[config.mk]
export PLATFORM = sky130hd
export DESIGN_NAME = bcd_counter_7seg
export DESIGN_NICKNAME = d
export VERILOG_FILES = /design/src/rtl/bcd_counter_7seg.sv
export SDC_FILE = /design/constraint.sdc
export NUM_CORES = 1
export LEC_CHECK = 0
export BUFFER_PORTS_ARGS = -buffer_cell sky130_fd_sc_hd__buf_4
export CORE_AREA = 3 3 64 66
export CTS_CLUSTER_DIAMETER = 40
export DETAILED_ROUTE_END_ITERATION = 8
export DIE_AREA = 0 0 67 69
export MAX_ROUTING_LAYER = met4
export SYNTH_ARGS = -nofsm -noshare
export SYNTH_HDL_FRONTEND = slang
export SYNTH_SLANG_ARGS = --single-unit
[constraint.sdc]
create_clock -name i_Clk -period 3.1 [get_ports i_Clk]
set_clock_uncertainty 0.1 [all_clocks]
set_input_delay 0.465 -clock i_Clk [delete_from_list [all_inputs] [get_ports i_Clk]]
set_output_delay 0.465 -clock i_Clk [all_outputs]
set_load 0.005 [all_outputs]
[src/rtl/bcd_counter_7seg.sv]
// Multi-digit BCD up/down counter with registered active-low 7-segment outputs.
// Optional leading-zero blanking is enabled by defining BCD_COUNTER_LEADING_ZERO_BLANK_EN.
module bcd_counter_7seg #(
  parameter int NUM_DIGITS = 2,
  parameter int WRAP_MODE  = 1
) (
  input  logic                    i_Clk,
  input  logic                    i_Reset,
  input  logic                    i_Inc,
  input  logic                    i_Dec,
  input  logic                    i_Clear,
  output logic [4*NUM_DIGITS-1:0] o_Count_BCD,
  output logic [7*NUM_DIGITS-1:0] o_Segments,
  output logic                    o_Wrap
);

  localparam logic [4*NUM_DIGITS-1:0] COUNT_MAX = {NUM_DIGITS{4'h9}};
  localparam logic [4*NUM_DIGITS-1:0] COUNT_MIN = '0;
  localparam logic [6:0]              SEG_ZERO  = 7'h40;
  localparam logic [6:0]              SEG_BLANK = 7'h7F;

  logic                    inc_d_p0, dec_d_p0;
  logic                    inc_edge, dec_edge;
  logic [4*NUM_DIGITS-1:0] count_p1;
  logic                    wrap_p1;
  logic [7*NUM_DIGITS-1:0] seg_p2;

  // Active-low GFEDCBA patterns; codes 10..15 are unreachable and stay dark.
  function automatic logic [6:0] seg_decode(input logic [3:0] d);
    case (d)
      4'd0:    return 7'h40;
      4'd1:    return 7'h79;
      4'd2:    return 7'h24;
      4'd3:    return 7'h30;
      4'd4:    return 7'h19;
      4'd5:    return 7'h12;
      4'd6:    return 7'h02;
      4'd7:    return 7'h78;
      4'd8:    return 7'h00;
      4'd9:    return 7'h10;
      default: return SEG_BLANK;
    endcase
  endfunction

  function automatic logic [4*NUM_DIGITS-1:0] bcd_inc(input logic [4*NUM_DIGITS-1:0] v);
    logic [4*NUM_DIGITS-1:0] r;
    logic                    carry;
    r     = v;
    carry = 1'b1;
    for (int k = 0; k < NUM_DIGITS; k++) begin
      if (carry) begin
        if (v[4*k +: 4] == 4'd9) begin
          r[4*k +: 4] = 4'd0;
        end else begin
          r[4*k +: 4] = v[4*k +: 4] + 4'd1;
          carry       = 1'b0;
        end
      end
    end
    return r;
  endfunction

  function automatic logic [4*NUM_DIGITS-1:0] bcd_dec(input logic [4*NUM_DIGITS-1:0] v);
    logic [4*NUM_DIGITS-1:0] r;
    logic                    borrow;
    r      = v;
    borrow = 1'b1;
    for (int k = 0; k < NUM_DIGITS; k++) begin
      if (borrow) begin
        if (v[4*k +: 4] == 4'd0) begin
          r[4*k +: 4] = 4'd9;
        end else begin
          r[4*k +: 4] = v[4*k +: 4] - 4'd1;
          borrow      = 1'b0;
        end
      end
    end
    return r;
  endfunction

  function automatic logic [7*NUM_DIGITS-1:0] display(input logic [4*NUM_DIGITS-1:0] v);
    logic [7*NUM_DIGITS-1:0] s;
`ifdef BCD_COUNTER_LEADING_ZERO_BLANK_EN
    logic blank;
    blank = 1'b1;
`endif
    s = '0;
    for (int k = NUM_DIGITS - 1; k >= 0; k--) begin
      s[7*k +: 7] = seg_decode(v[4*k +: 4]);
`ifdef BCD_COUNTER_LEADING_ZERO_BLANK_EN
      // Scanning from the top digit down; the first nonzero digit ends blanking.
      if (k > 0 && blank && v[4*k +: 4] == 4'd0) begin
        s[7*k +: 7] = SEG_BLANK;
      end else begin
        blank = 1'b0;
      end
`endif
    end
    return s;
  endfunction

  assign inc_edge = i_Inc & ~inc_d_p0;
  assign dec_edge = i_Dec & ~dec_d_p0;

  always_ff @(posedge i_Clk) begin
    // p0: previous input samples; loaded from the live inputs during reset too
    inc_d_p0 <= i_Inc;
    dec_d_p0 <= i_Dec;
    if (i_Reset) begin
      count_p1 <= '0;
      wrap_p1  <= 1'b0;
      seg_p2   <= {NUM_DIGITS{SEG_ZERO}};
    end else begin
      // p1: count and wrap pulse
      wrap_p1 <= 1'b0;
      if (i_Clear) begin
        count_p1 <= '0;
      end else if (inc_edge && !dec_edge) begin
        if (count_p1 != COUNT_MAX) begin
          count_p1 <= bcd_inc(count_p1);
        end else if (WRAP_MODE != 0) begin
          count_p1 <= bcd_inc(count_p1);
          wrap_p1  <= 1'b1;
        end
      end else if (dec_edge && !inc_edge) begin
        if (count_p1 != COUNT_MIN) begin
          count_p1 <= bcd_dec(count_p1);
        end else if (WRAP_MODE != 0) begin
          count_p1 <= bcd_dec(count_p1);
          wrap_p1  <= 1'b1;
        end
      end
      // p2: segment drive lags the count by one cycle
      seg_p2 <= display(count_p1);
    end
  end

  assign o_Count_BCD = count_p1;
  assign o_Wrap      = wrap_p1;
  assign o_Segments  = seg_p2;

endmodule

# After elaboration in Yosys (flattened, before gate mapping)
# Memory sizes are Yosys's and may differ from the RTL's. A register that Yosys moved wholly into a read port is not among the register bits.
# Index checks and enable logic that the tools add are counted.
word_totals:
  in_bits: 5
  romBits: 224
  output_inout_bits: 23
  register_bits: 11
  mem_count: 2
  word_cells: 68
memory_table:
  columns: ["memory", "depth", "word_bits", "rd", "rd_ports_with_merged_regs", "wr", "line_no", "rtl"]
  rows:
  - ["(name not given)", 16, 7, 1, 1, 0, "30", "case (d)"]
  - ["(name not given)", 16, 7, 1, 1, 0, "30", null]
classes:
  eq_ne: 6
  muxes: 36
  bitwise: 4
  n_reduce_logical: 11
  addsub: 4
op_table:
  columns: ["operator", "count"]
  rows:
  - ["two-way mux 4 bit", 8]
  - ["two-way mux 8 bit", 4]
  - ["two-way mux 1 bit", 24]
  - ["adder 4 x 1 -> 4 bit, second input constant", 2]
  - ["== test 4 bit, second input constant", 2]
  - ["logical NOT 4 bit", 2]
  - ["!= test 8 bit, second input constant", 1]
  - ["nonzero test 8 bit", 1]
  - ["subtractor 4 x 1 -> 4 bit, second input constant", 2]
  - ["!= test 3 x 2 -> 1 bit, second input constant", 2]
  - ["AND reduction 5 bit", 1]
  - ["!= test 3 x 1 -> 1 bit, second input constant", 1]
  - ["nonzero test 3 bit", 1]
  - ["AND 1 bit", 2]
  - ["logical AND 1 bit", 2]
  - ["logical NOT 1 bit", 2]
  - ["inverter 1 bit", 2]
  - ["nonzero test 2 bit", 1]
  - ["OR reduction 2 bit", 1]

# Logic depth before layout (Yosys ltp)
depth:
  word_depth: 12
  depth_mapped: 9

# Worst setup path before layout
# OpenSTA, ideal clock, no wires.
synth_timing:
  kind: "in2reg"
  startpoint: "input port i_Dec"
  endpoint: "register count_p1[4], in the netlist o_Count_BCD[4]"
  t_required_ps: 2909
  path_slack_ps: 905
  setup_time_ps: 91
  cell_stages: 8
  arrival_ps: 2004
  cell_sequence: "nor2b_1 inv_1 ha_1 buf_6 or3b_4 a211oi_4 a21oi_1 a311oi_1"
synth_via:
  elab_chain_len: 5
synth_lines:
  columns: ["element", "line_no", "rtl"]
  rows:
  - ["start: declaration", "10", "input logic i_Dec,"]
  - ["AND 1 bit (*)", "103", "assign dec_edge = i_Dec & ~dec_d_p0;"]
  - ["logical NOT 1 bit", "118", "end else if (inc_edge && !dec_edge) begin"]
  - ["logical AND 1 bit", "118", null]
  - ["!= test 3 x 2 -> 1 bit (no source line), or another cell as far along", null, null]
  - ["AND reduction 5 bit (no source line)", null, null]
  - ["end signal: assignment", "120", "count_p1 <= bcd_inc(count_p1);"]
  - ["end signal: assignment", "122", "count_p1 <= bcd_inc(count_p1);"]
  - ["end signal: assignment", "127", "count_p1 <= bcd_dec(count_p1);"]
  - ["end: declaration", "24", "logic [4*NUM_DIGITS-1:0] count_p1;"]
# Every way passes the cells marked *; elsewhere a longest branch is shown, timed or not.
# A chain may end at the register's enable or synchronous reset.

# Final worst setup path
layout_timing:
  startpoint: "register dec_d_p0"
  endpoint: "register count_p1[4], in the netlist o_Count_BCD[4]"
layout_via:
  elab_chain_len: 6
layout_lines:
  columns: ["element", "line_no", "rtl"]
  rows:
  - ["start: declaration", "22", "logic inc_d_p0, dec_d_p0;"]
  - ["start signal: assignment", "108", "dec_d_p0 <= i_Dec;"]
  - ["inverter 1 bit (*)", "103", null]
  - ["AND 1 bit (*)", "103", null]
  - ["logical NOT 1 bit", "118", null]
  - ["logical AND 1 bit", "118", null]
  - ["!= test 3 x 2 -> 1 bit (no source line), or another cell as far along", null, null]
  - ["AND reduction 5 bit (no source line)", null, null]
# Marked as above.

==> flow_metrics.py <==
metrics = {
    "flow_run": {
        "cap_violations": 0,
    },
    "routing": {
        "drtIter0Drc": 46,
        "dr_total_vias": 1216,
        "avgViaCountPerCell": 5.109,
        "detail_route.wl_per_cell_um": 12.58,
        "first_pass_iters": 4,
        "ant_nets": 0,
        "drc": 0,
        "finalWirelength_um": 2993,
    },
    "pwr": {
        "leakage_nw": 0.6947,
        "ir_drop_uv": 206.2,
        "power_density_mw_per_mm2": 420.2,
    },
    "global_routing": {
        "grt_start_max_net_pins": 20,
        "grt_first_pass_wirelength_um": 4981,
        "grt.overflow.total": 0,
        "grt_pass1_vias": 1080,
        "antenna_found_initial": 0,
        "track_usage_pct": 13.52,
    },
    "timing": {
        "fin_ws_ps": 828.3,
        "slew_headroom_pct": 58.74,
        "worst-slew-pin-transition_ps": 618.0,
        "hold_viol": 0,
        "setup_viol": 0,
        "tns_ps": 0,
        "fin_crit_sh_pct": 73.28,
        "slew_violations": 0,
        "max_freq_ghz": 0.4402,
        "rsz0062_at_grt": "no",
        "period_minus_slack_ps": 2272,
    },
    "synth": {
        "syn_inst": 169,
        "synthArstFlopShare_pct": 0,
        "yosys_warnings": 0,
        "yosys_register_bits": 25,
        "synthesis.area_mm2": 0.001415,
        "synth_top_area_share_pct": 35.37,
        "netlist_top_cells_area": "dfxtp_1, ha_1, a21oi_1",
        "synth_most_common_cell": "dfxtp_1",
        "synth_edf_count": 0,
        "synth_commonest_cells": "dfxtp_1, a21oi_1, nor2_1",
        "syn_nets": 188,
        "synth_flop_cell": "dfxtp_1",
        "ys_seq_area_share_pct": 35.37,
        "yosysUniqueCellTypes": 36,
        "synth_area_per_cell_um2": 8.373,
        "yosysTopAreaCell": "dfxtp_1",
    },
    "placed_design": {
        "dpl.cell_count": 234,
        "place_ws_ps": 560.9,
        "portBuffers": 27,
        "dpl.hpwl_um": 2109,
        "gp_congestion": 0.8328,
    },
    "cts": {
        "cts-resized-gates": 0,
        "cts_tree": "built",
        "clk_latency_ps": 270,
        "clockBufferDepth": 2,
        "cts_setup_buffers": 0,
        "numCtsBuffers": 3,
        "clk_pin_slew_ps": 90,
        "h-tree-depth": 1,
        "root_buffer": "clkbuf_8",
        "cts_hold_buf": 0,
        "clock-sinks": 25,
    },
    "setup_path": {
        "path_class": "reg -> reg",
        "critPathLaunchType": "register",
        "critPathCaptureType": "register",
        "critical_path.max_fanout": 19,
        "arrival_ps": 2350,
        "worstRegToRegCells": 7,
        "reg2reg_setup_slack_ps": 830,
        "crit_required_ps": 3180,
    },
    "floorplan": {
        "dieHeight_um": 69,
        "die_w_um": 67,
        "rows": 22,
        "coreArea_mm2": 0.003633,
        "io-pin-count": 28,
        "initial_core_util_pct": 38.95,
        "dieArea_mm2": 0.004623,
    },
    "finish": {
        "drive_gt1_share_pct": 20.53,
        "antenna_cells": 0,
        "layout.nets": 210,
        "area_delta_synth_final_pct": 18.57,
        "n_fill_cell": 384,
        "final_cells": 238,
    },
    "hold_path": {
        "hold-path-cell-count": 1,
        "holdCritPathClass": "in -> reg",
    },
    "run_status": {
        "status": "finished, final reports clean",
    },
}
==> power by group <==
part | internal, mW | switching [mW] | total, mW
clock network | 0.0918 | 0.101 | 0.193
logic | 0.0767 | 0.0746 | 0.151
registers | 0.340 | 0.0208 | 0.360
==> routing by layer <==
layer | track usage [%] | wire length [um] | up-vias
li1 | - | - | 630
met1 | 20.12 | 1518 | 550
met2 | 17.58 | 1269 | 32
met3 | 2.280 | 157 | 4
met4 | 5.856 | 48 | 0
met5 | - | 0 | -
==> path summary, 6_finish.rpt <==
| path | start | to |
|---|---|---|
| worst max-delay path | dec_d_p0 | o_Count_BCD[4] |
| worst min register to register | o_Count_BCD[5] | o_Count_BCD[5] |
| worst min-delay path | i_Inc | inc_d_p0 |
| worst max register to register | dec_d_p0 | o_Count_BCD[4] |
==> worst max-delay path, cell delays in order, from the launching register on <==
cell	delay (ps)
dfxtp_1	300
nor2b_1	140
inv_1	60
ha_1	390
or3b_4	470
a211oi_4	390
a21oi_1	110
a311oi_1	230
==> cell type report <==
cell class              count  area [um2]  area share, %
flip-flops and latches     25       500.5          29.83
inverters                   9       33.78          2.013
repair buffers             27       202.7          12.08
well taps                  48       60.06          3.579
clock buffers               4       45.04          2.685
multi-input cells         125       835.8          49.81
==> layout by cell type (no fill, tap or decap), types with 2 or more instances in the layout <==
cell	Yosys	routed
nor2_1	17	17
dfxtp_1	25	25
nor2b_1	2	2
ha_1	14	14
clkbuf_8	0	3
o21ai_0	10	10
buf_4	0	27
inv_1	9	9
a21o_1	3	3
a211oi_1	4	4
or2_2	4	4
nor3_1	4	4
a21oi_1	17	17
mux2i_1	3	3
mux2_2	2	2
nand3_1	3	3
and3b_1	2	2
nand2b_1	5	5
nand2_1	16	16
a311oi_1	2	2
a221oi_1	3	3
==> sequential cells by signal (all words and copies together), names as in the netlist <==
name	flops
o_Segments	14
o_Count_BCD	8
dec_d_p0	1
inc_d_p0	1
o_Wrap	1
==> per-stage QoR <==
| step | power [mW] | utilization, % | cell area [um2] | hold WS (ps) |
|---|---|---|---|---|
| after floorplan | 0.4688 | - | 1415 | 392.7 |
| after global placement | 0.5182 | 44.94 | 1633 | 475.2 |
| after detailed placement | 0.5189 | 44.94 | 1633 | 478.1 |
| after CTS | 0.7068 | 46.18 | 1678 | 201.1 |
| after global routing | 0.7469 | 46.18 | 1678 | 191.2 |
| final | 0.7050 | 46.18 | 1678 | 200.2 |
==> cell families after synthesis <==
logic type               Yosys count  synth area share [%]
AND/OR/NAND/NOR                   57                 19.72
AO/OA/AOI/OAI                     48                 22.64
flip-flops                        25                 35.37
buffers and inverters             19                 5.570
adder cells (fa/ha/maj)           14                 12.38
multiplexers                       5                 3.713
XOR/XNOR                           1                0.6190
(Power assumes the default switching activity.)
